**src/rtl/spram_2port_arbiter.sv**
```systemverilog
// spram_2port_arbiter: lets two requesters, A and B, share one single-port
// synchronous RAM. The RAM has a one-cycle registered read.
// Requesters are served round-robin, one access per cycle.
// After reset, an optional sweep writes zero to every RAM word.
module spram_2port_arbiter #(
    parameter int AWIDTH         = 12,
    parameter int DWIDTH         = 60,
    parameter int NUM_WORDS      = 4096,
    parameter bit CLEAR_ON_RESET = 1'b1
) (
    input  logic              clk,
    input  logic              reset,
    input  logic              a_valid,
    output logic              a_ready,
    input  logic              a_wr,
    input  logic [AWIDTH-1:0] a_addr,
    input  logic [DWIDTH-1:0] a_wdata,
    output logic              a_rvalid,
    output logic [DWIDTH-1:0] a_rdata,
    input  logic              b_valid,
    output logic              b_ready,
    input  logic              b_wr,
    input  logic [AWIDTH-1:0] b_addr,
    input  logic [DWIDTH-1:0] b_wdata,
    output logic              b_rvalid,
    output logic [DWIDTH-1:0] b_rdata,
    output logic [AWIDTH-1:0] ram_address,
    output logic              ram_wren,
    output logic [DWIDTH-1:0] ram_data,
    input  logic [DWIDTH-1:0] ram_out,
    output logic              init_done
);

    typedef enum logic {
        CLEAR,
        RUN
    } state_e;

    localparam logic [AWIDTH-1:0] LAST_ADDR = AWIDTH'(NUM_WORDS - 1);

    state_e            state_q, state_d;
    logic [AWIDTH-1:0] clr_cnt_q, clr_cnt_d;
    logic              init_done_q, init_done_d;
    logic              rr_last_q, rr_last_d;      // 1 = B was granted last
    logic              a_rvalid_q, a_rvalid_d;
    logic              b_rvalid_q, b_rvalid_d;
    logic [AWIDTH-1:0] last_addr_q, last_addr_d;
    logic              grant_a, grant_b;

    // Next state, combinational grant and RAM drive; reset overrides the RAM side and the readies
    always_comb begin
        state_d     = state_q;
        clr_cnt_d   = clr_cnt_q;
        init_done_d = init_done_q;
        rr_last_d   = rr_last_q;
        a_rvalid_d  = 1'b0;
        b_rvalid_d  = 1'b0;
        grant_a     = 1'b0;
        grant_b     = 1'b0;
        ram_wren    = 1'b0;
        ram_address = last_addr_q;
        ram_data    = '0;

        unique case (state_q)
            CLEAR: begin
                ram_wren    = 1'b1;
                ram_address = clr_cnt_q;
                clr_cnt_d   = clr_cnt_q + AWIDTH'(1);
                if (clr_cnt_q == LAST_ADDR) begin
                    state_d     = RUN;
                    init_done_d = 1'b1;
                end
            end
            RUN: begin
                grant_a = a_valid && (!b_valid || rr_last_q);
                grant_b = b_valid && !grant_a;
                if (grant_a) begin
                    ram_address = a_addr;
                    ram_wren    = a_wr;
                    ram_data    = a_wdata;
                    a_rvalid_d  = !a_wr;
                    rr_last_d   = 1'b0;
                end else if (grant_b) begin
                    ram_address = b_addr;
                    ram_wren    = b_wr;
                    ram_data    = b_wdata;
                    b_rvalid_d  = !b_wr;
                    rr_last_d   = 1'b1;
                end
            end
            default: begin
            end
        endcase

        if (reset) begin
            grant_a     = 1'b0;
            grant_b     = 1'b0;
            ram_wren    = 1'b0;
            ram_address = '0;
        end

        last_addr_d = ram_address;
    end

    // State register with synchronous reset; restarts the sweep and drops in-flight responses
    always_ff @(posedge clk) begin
        if (reset) begin
            if (CLEAR_ON_RESET) begin
                state_q <= CLEAR;
            end else begin
                state_q <= RUN;
            end
            clr_cnt_q   <= '0;
            init_done_q <= !CLEAR_ON_RESET;
            rr_last_q   <= 1'b1;
            a_rvalid_q  <= 1'b0;
            b_rvalid_q  <= 1'b0;
            last_addr_q <= '0;
        end else begin
            state_q     <= state_d;
            clr_cnt_q   <= clr_cnt_d;
            init_done_q <= init_done_d;
            rr_last_q   <= rr_last_d;
            a_rvalid_q  <= a_rvalid_d;
            b_rvalid_q  <= b_rvalid_d;
            last_addr_q <= last_addr_d;
        end
    end

    assign a_ready   = grant_a;
    assign b_ready   = grant_b;
    assign a_rvalid  = a_rvalid_q;
    assign b_rvalid  = b_rvalid_q;
    assign a_rdata   = ram_out;
    assign b_rdata   = ram_out;
    assign init_done = init_done_q;

endmodule
```
**config.mk**
```make
export PLATFORM = sky130hd
export DESIGN_NAME = spram_2port_arbiter
export DESIGN_NICKNAME = d
export VERILOG_FILES = /design/src/rtl/spram_2port_arbiter.sv
export SDC_FILE = /design/constraint.sdc
export NUM_CORES = 1
export LEC_CHECK = 0
export CORE_AREA = 2 2 159 161
export CTS_BUF_LIST = sky130_fd_sc_hd__clkbuf_16
export CTS_CLUSTER_DIAMETER = 50
export DETAILED_ROUTE_END_ITERATION = 16
export DIE_AREA = 0 0 161 163
export GPL_ROUTABILITY_DRIVEN = 0
export PLACE_DENSITY = 0.46
export SLEW_MARGIN = 10
export SYNTH_ARGS = -nofsm -noshare
export SYNTH_HDL_FRONTEND = slang
export SYNTH_SLANG_ARGS = --single-unit
export TNS_END_PERCENT = 50
```
**constraint.sdc**
```tcl
create_clock -name clk -period 1.55 [get_ports clk]
set_clock_uncertainty 0.15 [all_clocks]
set_input_delay 0.155 -clock clk [delete_from_list [all_inputs] [get_ports clk]]
set_output_delay 0.155 -clock clk [all_outputs]
set_load 0.005 [all_outputs]
```
After elaboration in Yosys (flattened, before gate mapping) --
Index checks and enable logic that the tools add are counted.
Word-level totals: register bits after elaboration 29, bits of input ports 210, output and inout bits 198, logic and storage cells 43
Cells by class: $add $sub $neg 1, equal/unequal tests 1, multiplexer cells 19, bitwise logic cells 3, reduce and logical (&&, ||, !) cells 12
Operators by type and width (number):
- 60-bit 2-to-1 mux | 3
- 12-bit 2-to-1 mux | 3
- 12-bit case mux with 2 select lines | 1
- 12-bit by 1-bit adder with 12-bit output (second input constant) | 1
- 12-bit equality test (second input constant) | 1
- 1-bit 2-to-1 mux | 11
- 1-bit zero test | 4
- 2-bit AND reduction | 2
- 4-bit OR reduction | 1
- 1-bit inverter | 3
- 3-bit OR reduction | 1
- 1-bit logical AND | 2
- 1-bit case mux with 2 select lines | 1
- 2-bit nonzero test | 1
- 1-bit logical OR | 1

Longest topological paths before layout --
Gate-level depths: netlist (run 1).
word-level depth 9, gate-level depth with buffers 6, gate-level depth less buffers 4

Worst setup path before layout (run 1) --
No wires, ideal clock.
kind reg-to-reg, start point register clr_cnt_q[0], end point register clr_cnt_q[10], arrival time 1.333 ns, data required time 1.279 ns, slack -0.054 ns, stages on the path, launching flop included 6, buffers on the path 1, path through dfxtp_1 > ha_1 > nand2b_1 > buf_2 > nor4_2 > mux2_2
Between the ends: longest elaborated chain between the ends 1
Ends and longest elaborated chain:
- from (decl) | RTL line 42 | logic [AWIDTH-1:0] clr_cnt_q, clr_cnt_d;
- from (signal assigned) | RTL line 121 | clr_cnt_q <= clr_cnt_d;
- 12-bit by 1-bit adder with 12-bit output | RTL line 68 | clr_cnt_d = clr_cnt_q + AWIDTH'(1);
Every way passes these cells. A chain may end at the register's enable or synchronous reset.

Worst setup path in the final report (run 1) --
start point register rr_last_q, end point output ram_data[23]
Between the ends: longest elaborated chain between the ends 7
Ends and longest elaborated chain:
- from (decl) | RTL line 44 | logic rr_last_q, rr_last_d;
- from (signal assigned) | RTL line 123 | rr_last_q <= rr_last_d;
- 1-bit logical OR (*) | RTL line 75 | grant_a = a_valid && (!b_valid || rr_last_q);
- 1-bit logical AND (*) | RTL line 75
- 1-bit zero test | RTL line 76 | grant_b = b_valid && !grant_a;
- 1-bit logical AND | RTL line 76
- 60-bit 2-to-1 mux | RTL line 83 | end else if (grant_b) begin
- 60-bit 2-to-1 mux (*) | RTL line 77 | if (grant_a) begin
- 60-bit 2-to-1 mux (*) | RTL line 64 | unique case (state_q)
- to (decl) | RTL line 29 | output logic [DWIDTH-1:0] ram_data,
Every way passes the cells marked *; elsewhere a longest branch is shown, timed or not.

==> impl_metrics.yaml, run 1 <==
outcome:
  status: "finished, violations left"
  failed_checks: "negative setup slack"
synthesis:
  synthFlopType: "dfxtp_1"
  ys_seq_area_share_pct: 18.9
  yosys_warnings: 0
  synth_top_area_share_pct: 29.9
  syn_area_um2: 3070
  synth-edff-count: 0
  synth_area_leader_cell: "buf_4"
  syn_avg_cell_area_um2: 8.13
  ys_seq_elements: 29
  async_reset_ff_share_pct: 0
  syn_inst: 377
  synth_area_leaders: "buf_4, dfxtp_1, a22o_1, a31oi_1, buf_6"
  synth.distinct_cells: 42
  syn_nets: 588
place:
  dp_hpwl_um: 13800
  io_buffers: 227
sta:
  slew_headroom_pct: 76.3
  worst_slack_ns: -0.577
  final.min_clock_period_ns: 2.13
  fin_crit_sh_pct: 137
  fmax_ghz: 0.470
  setup_viol: 85
  finalHoldViolations: 0
  slew_violations: 0
  timing.setup.tns_ns: -34.16
  worstMarginPinSlew_ns: 0.353
  rsz0062_at_grt: "true"
power:
  powerDensity_nw_per_um2: 367
  power.leakage_uw: 0.00262
  totalPowerFinal_uw: 2300
  p_clk_share_pct: 40.1
  swShare_pct: 23.3
  irDropWorstVdd_uv: 424
  p_seq_share_pct: 33.6
  power_frac_comb_pct: 26.3
  power_switching_uw: 535
  internal-power_uw: 1760
cts:
  cts_buffers: 5
  clock_sinks: 29
  cts_max_level: 2
  path_clk_slew_ns: 0.05
  cts_max_path_buffers: 2
  clockRootBuffer: "clkbuf_16"
  clock_latency_ns: 0.27
  cts_tree: "built"
  cts.hold.buffers_added: 0
flow_run:
  maxCapViolCount: 0
final_layout:
  diodes: 0
  fillers: 2705
  multi_input_area_um2: 1680
  drive_above_1_share_pct: 43.4
  area_growth_pct: 104
  seq_area_um2: 596
  layout.nets: 797
route:
  drt_iter0_drc: 163
  vias_per_cell: 3.95
  routedWlPerCell_um: 20.5
  routed_wl_um: 18800
  num_vias: 3622
  ant_nets: 0
  first_pass_iters: 4
  drc: 0
floorplanning:
  die_h_um: 163
  fp.dieArea_um2: 26200
  core_um2: 24700
  rows: 58
  chipWidth_um: 161
  start_util_pct: 12.4
  top_level_ports: 408
grt:
  antenna_found_initial: 0
  grt_overflow: 0
  grt_use_total_pct: 13.6
  grt_pass1_wl_um: 25900
  grt_max_degree: 22
  grt_pass1_vias: 3731
hold_path:
  hp-class: "input pin to output pin"
setup_path:
  cp.required_ns: 1.24
  worst-path-buf-inv: 5
  cp_data_arrival_time_ns: 1.82
  cp_max_fo: 6
  start_kind: "flip-flop"
  crit_path_frequent_cell: "buf_12"
  path_cells: "nand2b_4 -> and3_4 -> buf_12 -> buf_12 -> buf_16 -> clkbuf_16 -> a22o_4 -> buf_6"
  worstSetupPathType: "flip-flop to output pin"
  critical_path.top_delay_family: "buffers and inverters"
  worstSetupEndpointType: "output pin"
  critPathMaxStageDelay_ns: 0.35
  cp_slowest_cell: "dfxtp_4"
## per-stage QoR
stage          setup slack, ns  instance area (um2)  util (%)  hold WS, ns  instances
3_5_place_dp            -0.887                 5210      21.1        0.160        853
6_report                -0.577                 6250      25.3        0.160        917
5_1_grt                 -0.626                 6250      25.3        0.160        917
4_1_cts                 -0.600                 6140      24.9        0.160        911
3_3_place_gp            -0.926                 5210      21.1        0.160        853
2_1_floorplan          0.00318                 3090         -       0.0818        377
## Yosys cell counts, types with 4 or more instances
library cell,number
a211oi_1,7
a21oi_1,6
a221oi_1,6
a22o_1,60
a31oi_1,21
buf_1,5
buf_2,13
buf_4,122
buf_6,7
dfxtp_1,29
nand2_1,6
nand3_1,15
nand4_1,8
nor2_1,13
nor2b_1,11
or3_1,4
## placed cells by master (no fill, tap or decap), types with 7 or more instances in the layout
cell and n:
buf_4 75, a22o_4 9, buf_2 50, buf_6 40, nand3_2 9, nor2_1 12
buf_16 7, dfxtp_1 23, buf_8 7, a31oi_1 21, a22o_1 51, buf_12 12
nor2b_1 10, clkdlybuf4s50_1 149, nand4_1 8
## layer usage
metal  vias to the layer above  global-route usage [%]  routed length, um
li1                       1692                       -                  -
met1                      1641                    15.2               7220
met2                       268                    21.7               8530
met3                        21                    8.79               2710
met4                         0                    3.53                320
met5                         -                       0                  0
## path summary, 6_finish.rpt
path                     from            to  cells after the start  slack [ns]
hold / removal    ram_out[45]   a_rdata[45]                      0        0.16
hold reg to reg     init_done     init_done                      1        0.35
setup reg to reg      state_q  clr_cnt_q[9]                      5       -0.32
setup / recovery    rr_last_q  ram_data[23]                      8       -0.58
## state kept, by name, indices dropped and copies added (netlist names)
name / cells
a_rvalid: 1
b_rvalid: 1
clr_cnt_q: 12
init_done: 1
last_addr_q: 12
rr_last_q: 1
state_q: 1
## cell type report
class / count / share of cell area, %
Clock buffer: 5 / 2.00
Tap cell: 330 / 6.60
Multi-Input combinational cell: 194 / 26.9
Sequential cell: 29 / 9.53
Timing Repair Buffer: 352 / 54.5
Inverter: 4 / 0.320
Clock inverter: 3 / 0.220
## logic make-up (layout without fill, tap and decap cells)
kind of cell,count (synthesis),in the layout,share of synthesized area (%)
AOI/OAI and AO/OA,112,112,28.8
xor gates and xnor gates,3,3,0.857
adders and majority gates,1,1,0.408
buffers and inverters,154,364,36.0
DFF,29,29,18.9
muxes,5,5,1.75
and+or+nand+nor,73,73,13.3
## what timing repair did
| item | in CTS | in global routing |
|---|---|---|
| endpoints found under the setup margin | 87 | 93 |
| hold endpoints to repair | 0 | 0 |
| resized for setup | 353 | 20 |
| setup buffers | 43 | 8 |
| pin swaps | 55 | 20 |
| gates cloned | 9 | 1 |
## power by group through the flow
stage / logic [uW] / clock network, uW / registers, uW
2_1_floorplan: 330 / 0 / 784
3_3_place_gp: 559 / 0 / 786
3_5_place_dp: 558 / 0 / 786
4_1_cts: 597 / 948 / 770
5_1_grt: 643 / 976 / 773
6_report: 605 / 920 / 771
No activity file was read; power rests on OpenSTA's default activity.
==> run 2: changes to the inputs <==
--- a/config.mk
+++ b/config.mk
@@ -5,13 +5,17 @@
 export SDC_FILE = /design/constraint.sdc
 export NUM_CORES = 1
 export LEC_CHECK = 0
-export CORE_AREA = 2 2 159 161
+export ABC_AREA = 1
+export CELL_PAD_IN_SITES_DETAIL_PLACEMENT = 0
+export CELL_PAD_IN_SITES_GLOBAL_PLACEMENT = 1
+export CORE_AREA = 2 2 158 160
 export CTS_BUF_LIST = sky130_fd_sc_hd__clkbuf_16
 export CTS_CLUSTER_DIAMETER = 50
 export DETAILED_ROUTE_END_ITERATION = 16
-export DIE_AREA = 0 0 161 163
+export DIE_AREA = 0 0 160 162
+export DONT_BUFFER_PORTS = 1
 export GPL_ROUTABILITY_DRIVEN = 0
-export PLACE_DENSITY = 0.46
+export PLACE_DENSITY = 0.36
 export SLEW_MARGIN = 10
 export SYNTH_ARGS = -nofsm -noshare
 export SYNTH_HDL_FRONTEND = slang
==> impl_metrics.yaml, run 2 <==
grt:
  antenna_found_initial: 0
  grt_overflow: 0
  grt_pass1_vias: 3420
  grt_max_degree: 35
  grt_use_total_pct: 13.0
  grt_pass1_wl_um: 24600
cts:
  path_clk_slew_ns: 0.05
  clockRootBuffer: "clkbuf_16"
  cts_tree: "built"
  cts_max_level: 2
  cts_buffers: 5
  clock_latency_ns: 0.28
  cts_max_path_buffers: 2
  clock_sinks: 29
power:
  p_clk_share_pct: 41.9
  power_frac_comb_pct: 23.7
  internal-power_uw: 1580
  powerDensity_nw_per_um2: 475
  p_seq_share_pct: 34.5
  swShare_pct: 28.8
  power_switching_uw: 637
  power.leakage_uw: 0.00174
  irDropWorstVdd_uv: 427
setup_path:
  worstSetupPathType: "flip-flop to output pin"
  worstSetupEndpointType: "output pin"
  critPathMaxStageDelay_ns: 0.36
  cp_max_fo: 5
  cp_data_arrival_time_ns: 1.59
  cp_slowest_cell: "dfxtp_4"
  start_kind: "flip-flop"
  path_cells: "a21oi_4 -> buf_12 -> buf_12 -> buf_8 -> nand2_2 -> a21oi_4 -> buf_6"
  cp.required_ns: 1.24
synthesis:
  synth_top_area_share_pct: 27.4
  synth-edff-count: 0
  syn_area_um2: 3340
  syn_nets: 766
  yosys_warnings: 0
  yosysMostFrequentCell: "nand2_1"
  synthFlopType: "dfxtp_1"
  syn_avg_cell_area_um2: 6.03
  syn_inst: 555
  ys_seq_elements: 29
  synth_area_leaders: "buf_4, nand2_1, dfxtp_1, a21oi_1, nand3_1"
  synth.distinct_cells: 24
  synth_area_leader_cell: "buf_4"
  synth_common_cells: "nand2_1, buf_4, a21oi_1"
  async_reset_ff_share_pct: 0
  ys_seq_area_share_pct: 17.4
route:
  drc: 0
  ant_nets: 0
  routed_wl_um: 17800
  routedWlPerCell_um: 21.4
  num_vias: 3367
  vias_per_cell: 4.06
  first_pass_iters: 4
  drt_iter0_drc: 166
floorplanning:
  core_um2: 24100
  fp.dieArea_um2: 25900
  die_h_um: 162
  top_level_ports: 408
  chipWidth_um: 160
  start_util_pct: 13.9
  rows: 57
sta:
  fin_hold_ws_ns: 0.00317
  slew_violations: 0
  final.min_clock_period_ns: 1.90
  fin_crit_sh_pct: 122
  slew_headroom_pct: 34.1
  finalHoldViolations: 0
  rsz0062_at_grt: "true"
  setup_viol: 78
  worst_slack_ns: -0.345
  fmax_ghz: 0.528
  worstMarginPinSlew_ns: 0.989
final_layout:
  drive_above_1_share_pct: 50.8
  final_cell_mix: "nand2_1, a21oi_2, buf_4"
  top_regs: "clr_cnt_q x12, last_addr_q x12"
  layout_commonest_cell: "nand2_1"
  layout.nets: 716
  diodes: 0
  area_growth_pct: 39.6
place:
  dp_hpwl_um: 13200
  dp_worst_setup_slack_ns: -0.206
  io_buffers: 0
outcome:
  failed_checks: "negative setup slack"
  status: "finished, violations left"
flow_run:
  maxCapViolCount: 0
hold_path:
  hp-class: "input pin to flip-flop"
==> run 2: cell types whose count changed in the layout (fill, tap and decap cells not counted), sizes merged, moves of 40 or more <==
| cell | before | now |
|---|---|---|
| a21oi | 6 | 73 |
| a22o | 60 | 0 |
| nand2 | 6 | 165 |
| nor2 | 13 | 53 |
| clkdlybuf4s50 | 149 | 0 |
| buf | 191 | 87 |
==> run 2: cells by family (layout without fill, tap and decap cells) <==
| kind of cell | Yosys count | count (layout) | share of synthesized area, % |
|---|---|---|---|
| simple gates | 264 | 264 | 31.9 |
| buf+inv | 176 | 127 | 37.1 |
| compound gates | 82 | 82 | 12.5 |
| flops | 29 | 29 | 17.4 |
| xor+xnor | 3 | 3 | 0.786 |
| fa+ha+maj | 1 | 1 | 0.374 |
==> run 2: layout make-up <==
type / instances / area [um2]
fillers: 2764 / 19400
multi-input cells: 350 / 2300
repair buffers: 94 / 1130
flip-flops and latches: 29 / 586
well taps: 324 / 405
clock buffers: 5 / 125
inverters: 25 / 111
clock inverters: 3 / 12.5
==> run 2: routing by layer <==
layer	vias up	global-route usage, %	wire [um]	part of all wire, %
li1	1531	-	-	-
met1	1573	15.6	7280	41
met2	238	21.2	8240	46
met3	25	5.95	1930	11
met4	0	3.03	341	1.9
met5	-	0	0	0
==> run 2: critical path, delay by kind of cell (launching register included) <==
family	cells	cell delay, ns
buffers and inverters	4	0.51
flip-flops	1	0.36
AND/OR/NAND/NOR	1	0.06
AO/OA/AOI/OAI	2	0.38
==> run 2: power by group through the flow <==
stage | Sequential, uW | Clock [uW] | Combinational (uW)
after detailed placement | 781 | 0 | 273
after floorplan | 779 | 0 | 448
after global placement | 781 | 0 | 271
after global routing | 764 | 988 | 567
final | 764 | 927 | 524
after CTS | 763 | 961 | 456
==> run 2: path summary, 6_finish.rpt <==
kind	cells after the start	from	end	slack (ns)
setup / recovery	7	rr_last_q	ram_data[23]	-0.35
hold / removal	4	b_addr[8]	last_addr_q[8]	0.003
setup reg to reg	11	rr_last_q	last_addr_q[7]	-0.08
hold reg to reg	2	rr_last_q	rr_last_q	0.35
==> run 2: stage by stage <==
step | cells | cell area, um2 | power (uW) | util (%) | setup TNS [ns]
after floorplan | 555 | 3340 | 1230 | - | 0
after global placement | 787 | 3170 | 1050 | 13.1 | -3.04
after detailed placement | 787 | 3170 | 1050 | 13.1 | -3.65
after CTS | 816 | 4110 | 2180 | 17.1 | -21.05
after global routing | 830 | 4670 | 2320 | 19.4 | -23.79
final | 830 | 4670 | 2220 | 19.4 | -18.36
==> run 2: timing repair <==
action,4_1_cts,5_1_grt
pin swaps,17,56
hold endpoints to repair,22,0
buffers inserted,11,16
gates resized for setup,129,115
cloned,6,1
hold buffers,4,0
endpoints found under the setup margin,82,94
==> run 3: changes to the inputs <==
--- a/config.mk
+++ b/config.mk
@@ -8,14 +8,14 @@
 export ABC_AREA = 1
 export CELL_PAD_IN_SITES_DETAIL_PLACEMENT = 0
 export CELL_PAD_IN_SITES_GLOBAL_PLACEMENT = 1
-export CORE_AREA = 2 2 158 160
+export CORE_AREA = 2 2 160 162
 export CTS_BUF_LIST = sky130_fd_sc_hd__clkbuf_16
 export CTS_CLUSTER_DIAMETER = 50
 export DETAILED_ROUTE_END_ITERATION = 16
-export DIE_AREA = 0 0 160 162
+export DIE_AREA = 0 0 162 164
 export DONT_BUFFER_PORTS = 1
 export GPL_ROUTABILITY_DRIVEN = 0
-export PLACE_DENSITY = 0.36
+export PLACE_DENSITY = 0.35
 export SLEW_MARGIN = 10
 export SYNTH_ARGS = -nofsm -noshare
 export SYNTH_HDL_FRONTEND = slang
==> impl_metrics.yaml, run 3 (synthesized netlist as in run 2, its figures left out) <==
floorplanning:
  rows: 58
  core_um2: 24800
  top_level_ports: 408
  chipWidth_um: 162
  fp.dieArea_um2: 26600
  die_h_um: 164
  start_util_pct: 13.5
cts:
  cts_max_path_buffers: 2
  clock_latency_ns: 0.28
  cts_tree: "built"
  path_clk_slew_ns: 0.05
  cts_buffers: 5
  cts_max_level: 2
  clock_sinks: 29
  clockRootBuffer: "clkbuf_16"
power:
  powerDensity_nw_per_um2: 496
  irDropWorstVdd_uv: 322
  power.leakage_uw: 0.00169
  totalPowerFinal_uw: 2200
final_layout:
  seq_area_um2: 587
  drive_above_1_share_pct: 45.1
  area_growth_pct: 32.8
  diodes: 0
  layout_commonest_cell: "nand2_1"
  multi_input_area_um2: 2190
  final_cell_mix: "nand2_1, a21oi_2, buf_4"
  top_regs: "clr_cnt_q x12, last_addr_q x12"
  layout.nets: 707
  postLayoutCellArea_um2: 4440
  fillers: 2846
sta:
  fmax_ghz: 0.514
  rsz0062_at_grt: "true"
  worst_slack_ns: -0.396
  fin_crit_sh_pct: 126
  final.min_clock_period_ns: 1.95
  finalHoldViolations: 0
  slew_violations: 0
  worstMarginPinSlew_ns: 1.04
  slew_headroom_pct: 30.7
  setup_viol: 75
route:
  first_pass_iters: 4
  routedWlPerCell_um: 20.0
  drt_iter0_drc: 102
  vias_per_cell: 4.04
  ant_nets: 0
  routed_wl_um: 16500
  num_vias: 3342
  drc: 0
setup_path:
  rr_worst_depth: 9
  critPathMaxStageDelay_ns: 0.33
  cp_slowest_cell: "dfxtp_2"
  start_kind: "flip-flop"
  worstSetupPathDepth: 9
  cp_max_fo: 7
  worstSetupPathType: "flip-flop to output pin"
  cp_data_arrival_time_ns: 1.64
  worstSetupEndpointType: "output pin"
  critical_path.top_delay_family: "buffers and inverters"
  worst-path-buf-inv: 4
  path_cells: "buf_6 -> a21oi_4 -> buf_12 -> buf_8 -> buf_16 -> nand3_4 -> nand3_2 -> nor2_4 -> nor2_2"
  cp.required_ns: 1.24
grt:
  grt_overflow: 0
  grt_pass1_wl_um: 22000
  grt_pass1_vias: 3328
  grt_max_degree: 23
  antenna_found_initial: 1
  grt_use_total_pct: 11.4
place:
  dp_hpwl_um: 11700
  io_buffers: 0
  placed_area_um2: 3110
outcome:
  failed_checks: "negative setup slack"
  status: "finished, violations left"
flow_run:
  maxCapViolCount: 0
hold_path:
  holdPathStages: 4
  hp-class: "input pin to flip-flop"
[run 3: path summary, 6_finish.rpt]
| kind | from | end | slack (ns) |
|---|---|---|---|
| max | rr_last_q | ram_address[7] | -0.40 |
| min reg2reg | clr_cnt_q[0] | clr_cnt_q[0] | 0.34 |
| min | a_addr[2] | last_addr_q[2] | 0.002 |
| max reg2reg | rr_last_q | last_addr_q[7] | -0.01 |
[run 3: per-layer routing]
metal  vias to the layer above  track usage (%)  share of wire (%)
met2                       226             20.6                 51
met1                      1570             12.8                 37
li1                       1523                -                  -
met5                         -                0              0.061
met4                         2             2.98                1.8
met3                        21             3.81                 10
[run 3: tightest hold or removal path, delay by kind of cell]
family,cells,cell delay (ns)
AOI/OAI and AO/OA,1,0.06
and+or+nand+nor,3,0.18
[run 3: final cells by class]
| type | count | share of cell area (%) |
|---|---|---|
| tap | 330 | 9.30 |
| multi-input combinational | 350 | 49.3 |
| clock inverter | 3 | 0.282 |
| clock buffer | 5 | 2.82 |
| timing repair buffer | 85 | 22.6 |
| inverter | 25 | 2.56 |
| sequential | 29 | 13.2 |
[run 3: where the power goes]
part	internal (uW)	leakage, uW	switching, uW
clock network	580	0.0000687	355
logic	231	0.00139	275
registers	756	0.000235	7.63
[run 3: through the flow]
stage | utilization (%) | setup slack (ns) | hold slack, ns | setup TNS, ns | instances
after global placement | 12.5 | -0.254 | 0.0813 | -4.68 | 793
after floorplan | - | 0.232 | 0.0818 | 0 | 555
final | 17.9 | -0.396 | 0.00235 | -23.53 | 827
after global routing | 17.9 | -0.483 | 0.0110 | -29.94 | 827
after CTS | 15.7 | -0.449 | 0.00235 | -26.92 | 818
after detailed placement | 12.5 | -0.271 | 0.0831 | -5.85 | 793
[run 3: timing repair]
| action | in CTS | in global routing |
|---|---|---|
| hold buffers | 5 | 1 |
| gates resized for setup | 114 | 97 |
| endpoints found under the hold margin | 24 | 2 |
| pin swaps | 56 | 37 |
| cloned | 6 | 2 |
| buffers inserted | 6 | 7 |
| setup endpoints to repair | 80 | 101 |
==> edit: new RTL, flow settings as in run 2 <==
Set the parameter `AWIDTH` to 24 (it was 12).
--- a/src/rtl/spram_2port_arbiter.sv
+++ b/src/rtl/spram_2port_arbiter.sv
@@ -3,7 +3,7 @@
 // Requesters are served round-robin, one access per cycle.
 // After reset, an optional sweep writes zero to every RAM word.
 module spram_2port_arbiter #(
-    parameter int AWIDTH         = 12,
+    parameter int AWIDTH         = 24,
     parameter int DWIDTH         = 60,
     parameter int NUM_WORDS      = 4096,
     parameter bit CLEAR_ON_RESET = 1'b1
Ports: changed (resized a_addr, b_addr and ram_address); port bits go from 408 to 444. No check against the original RTL was run, so the function may have changed too.
==> edit against run 2 <==
- the flow finishes with violations (hold timing, setup timing)
- synthesized area is 44% higher
- hold slack worse by 0.050 ns
- sequential cell count rose by 24
- global-route usage increased by 0.83 points
- critical path depth is 3 higher
- count of clock-buffer cells in the layout did not move
- wire length rose by 7.9%
- worst setup slack worse by 0.020 ns
- total power increased by 37%
- sequential share of layout area up 5.3 points
- via count up 41%
- final area increased by 29%
- critical path type unchanged
- critical endpoint is now ram_wren
- highest routed layer unchanged
==> edit: results (changes against run 2) <==
clock_tree:
  insertion_delay_ns: 0.32  # +0.04 ns
  holdBufCountCts: 40  # +36
  path_clk_slew_ns: 0.07  # +0.02 ns
global_route:
  grt_max_degree: 48  # +37%
  first_global_vias: 4720  # +38%
  grt_pass1_wl_um: 27600  # +12%
  grt_antenna_before_repair: 1  # +1
  grt_usage_pct: 13.8  # +0.83 points
logic_synthesis:
  synth-main-ff-cell: "dfxtp_1"
  synth_cell_type_count: 35  # +46%
  synth_cells: 776  # +40%
  synthMuxAreaShare_pct: 0  # unchanged
  yosysSeqAreaShare_pct: 22.0  # +4.6 points
  syn_nets: 1011  # +32%
  synth_fa_ha_area_share_pct: 0.259  # -0.12 points
  synthXorXnorAreaFrac_pct: 0.363  # -0.42 points
  ys_top_cells_by_area: "dfxtp_1 22%, nand2_1 20%, buf_4 19%"
  ys_top_cells_by_count: "256 x nand2_1, 121 x buf_4, 85 x nand3_1"
  synth_compound_area_share_pct: 12.0  # -0.56 points
setup_path:
  path_max_fanout: 6  # +1
  cp.arrival_ns: 1.61  # +0.02 ns
  r2r_cells: 10  # -1
layout:
  fill_cells: 2745  # -0.69%
  drive_gt1_share_pct: 30.0  # -21 points
  stdcell_count: 1081  # +30%
  fin_nets: 991  # +38%
  reg_top3: "clr_cnt_q: 24 flops, last_addr_q: 24 flops"
placed_design:
  dpl_worst_slack_ns: -0.122  # +0.0847 ns
  io_buffers: 0  # unchanged
  dpl.hpwl_um: 14500  # +9.6%
routing:
  dr.pass1.iters: 6  # +2
  vias_per_cell: 4.38  # +7.9%
  wirelength_um: 19200  # +7.9%
  drt_iter0_drc: 196  # +18%
sta:
  whs_ns: -0.0468  # -0.0499 ns
  setup_viol_count_final: 91  # +17%
  worst_slack_ns: -0.366  # -0.0204 ns
  max_slew.worst_pin.slew_ns: 0.817  # -0.172 ns
  setup_tns_ns: -26.75  # -8.39 ns
  hold_violations: 5  # +5
run_status:
  outcome: "complete, but fails checks"
  violations: "hold timing, setup timing"
power:
  p_leak_nw: 2.59  # +49%
  vdd_ir_drop_max_uv: 398  # -6.7%
worst_hold_path:
  min_path_cells: 4  # unchanged
## edit: cell types whose count changed after synthesis, moves of 7 or more
cell / before / now
nand3_1: 41 / 85
nor2_1: 52 / 40
o21ai_0: 6 / 19
nand2_1: 162 / 256
a21oi_2: 1 / 9
dfxtp_1: 29 / 53
nand4_1: 1 / 8
a21oi_1: 72 / 46
a31oi_1: 2 / 12
clkbuf_1: 9 / 16
inv_1: 20 / 43
## edit: cell families after synthesis
logic type / count (synthesis)
AO/OA/AOI/OAI: 96
flip-flops: 53
adder cells (fa/ha/maj): 1
AND/OR/NAND/NOR: 418
XOR/XNOR: 2
buffers and inverters: 206
## edit: critical path, cell delays in order, from the launching register on
cell and delay, ns:
dfxtp_2 0.34, inv_2 0.05, a21boi_4 0.18, buf_6 0.14
nor2_8 0.05, buf_12 0.14, clkbuf_16 0.16, nand2_4 0.07
nand3_2 0.06, nand2_2 0.07, inv_2 0.04
## edit: timing repair
action | 4_1_cts | 5_1_grt
pin swaps | 18 | 19
buffers inserted | 13 | 0
setup endpoints to repair | 94 | 124
gates cloned | 2 | 2
endpoints found under the hold margin | 33 | 3
gates resized for setup | 64 | 70
## edit: stage by stage
| step | cell area [sq um] | hold WS (ns) |
|---|---|---|
| floorplan | 4830 | 0.0818 |
| global placement | 4750 | 0.0817 |
| detailed placement | 4750 | 0.0808 |
| CTS | 5760 | -0.0611 |
| global route | 6020 | -0.0488 |
| finish | 6020 | -0.0468 |
## edit: path summary, 6_finish.rpt
path                                   start  slack (ns)         endpoint
worst min register to register  clr_cnt_q[0]        0.34     clr_cnt_q[0]
worst max register to register     rr_last_q       -0.13  last_addr_q[20]
worst min-delay path              a_addr[18]       -0.05  last_addr_q[18]
worst max-delay path               rr_last_q       -0.37         ram_wren
## edit: cell type report
cell class | count | area [sq um] | share of cell area [%]
clock buffers | 5 | 125 | 2.08
clock inverters | 3 | 20.0 | 0.332
inverters | 48 | 188 | 3.12
multi-input cells | 517 | 2850 | 47.2
flip-flops and latches | 53 | 1070 | 17.8
well taps | 324 | 405 | 6.73
repair buffers | 131 | 1370 | 22.7
## edit: per-layer routing
metal	part of all wire [%]	global-route usage, %	up-vias
met4	2.6	4.91	0
met3	7.3	3.50	52
met1	41	16.2	2137
met2	49	24.4	210
li1	-	-	2334
met5	0	0	-
## edit: power breakdown
group / switching [W] / internal [W]
registers: 0.00000633 / 0.00137
clock network: 0.000619 / 0.000607
logic: 0.000211 / 0.000224
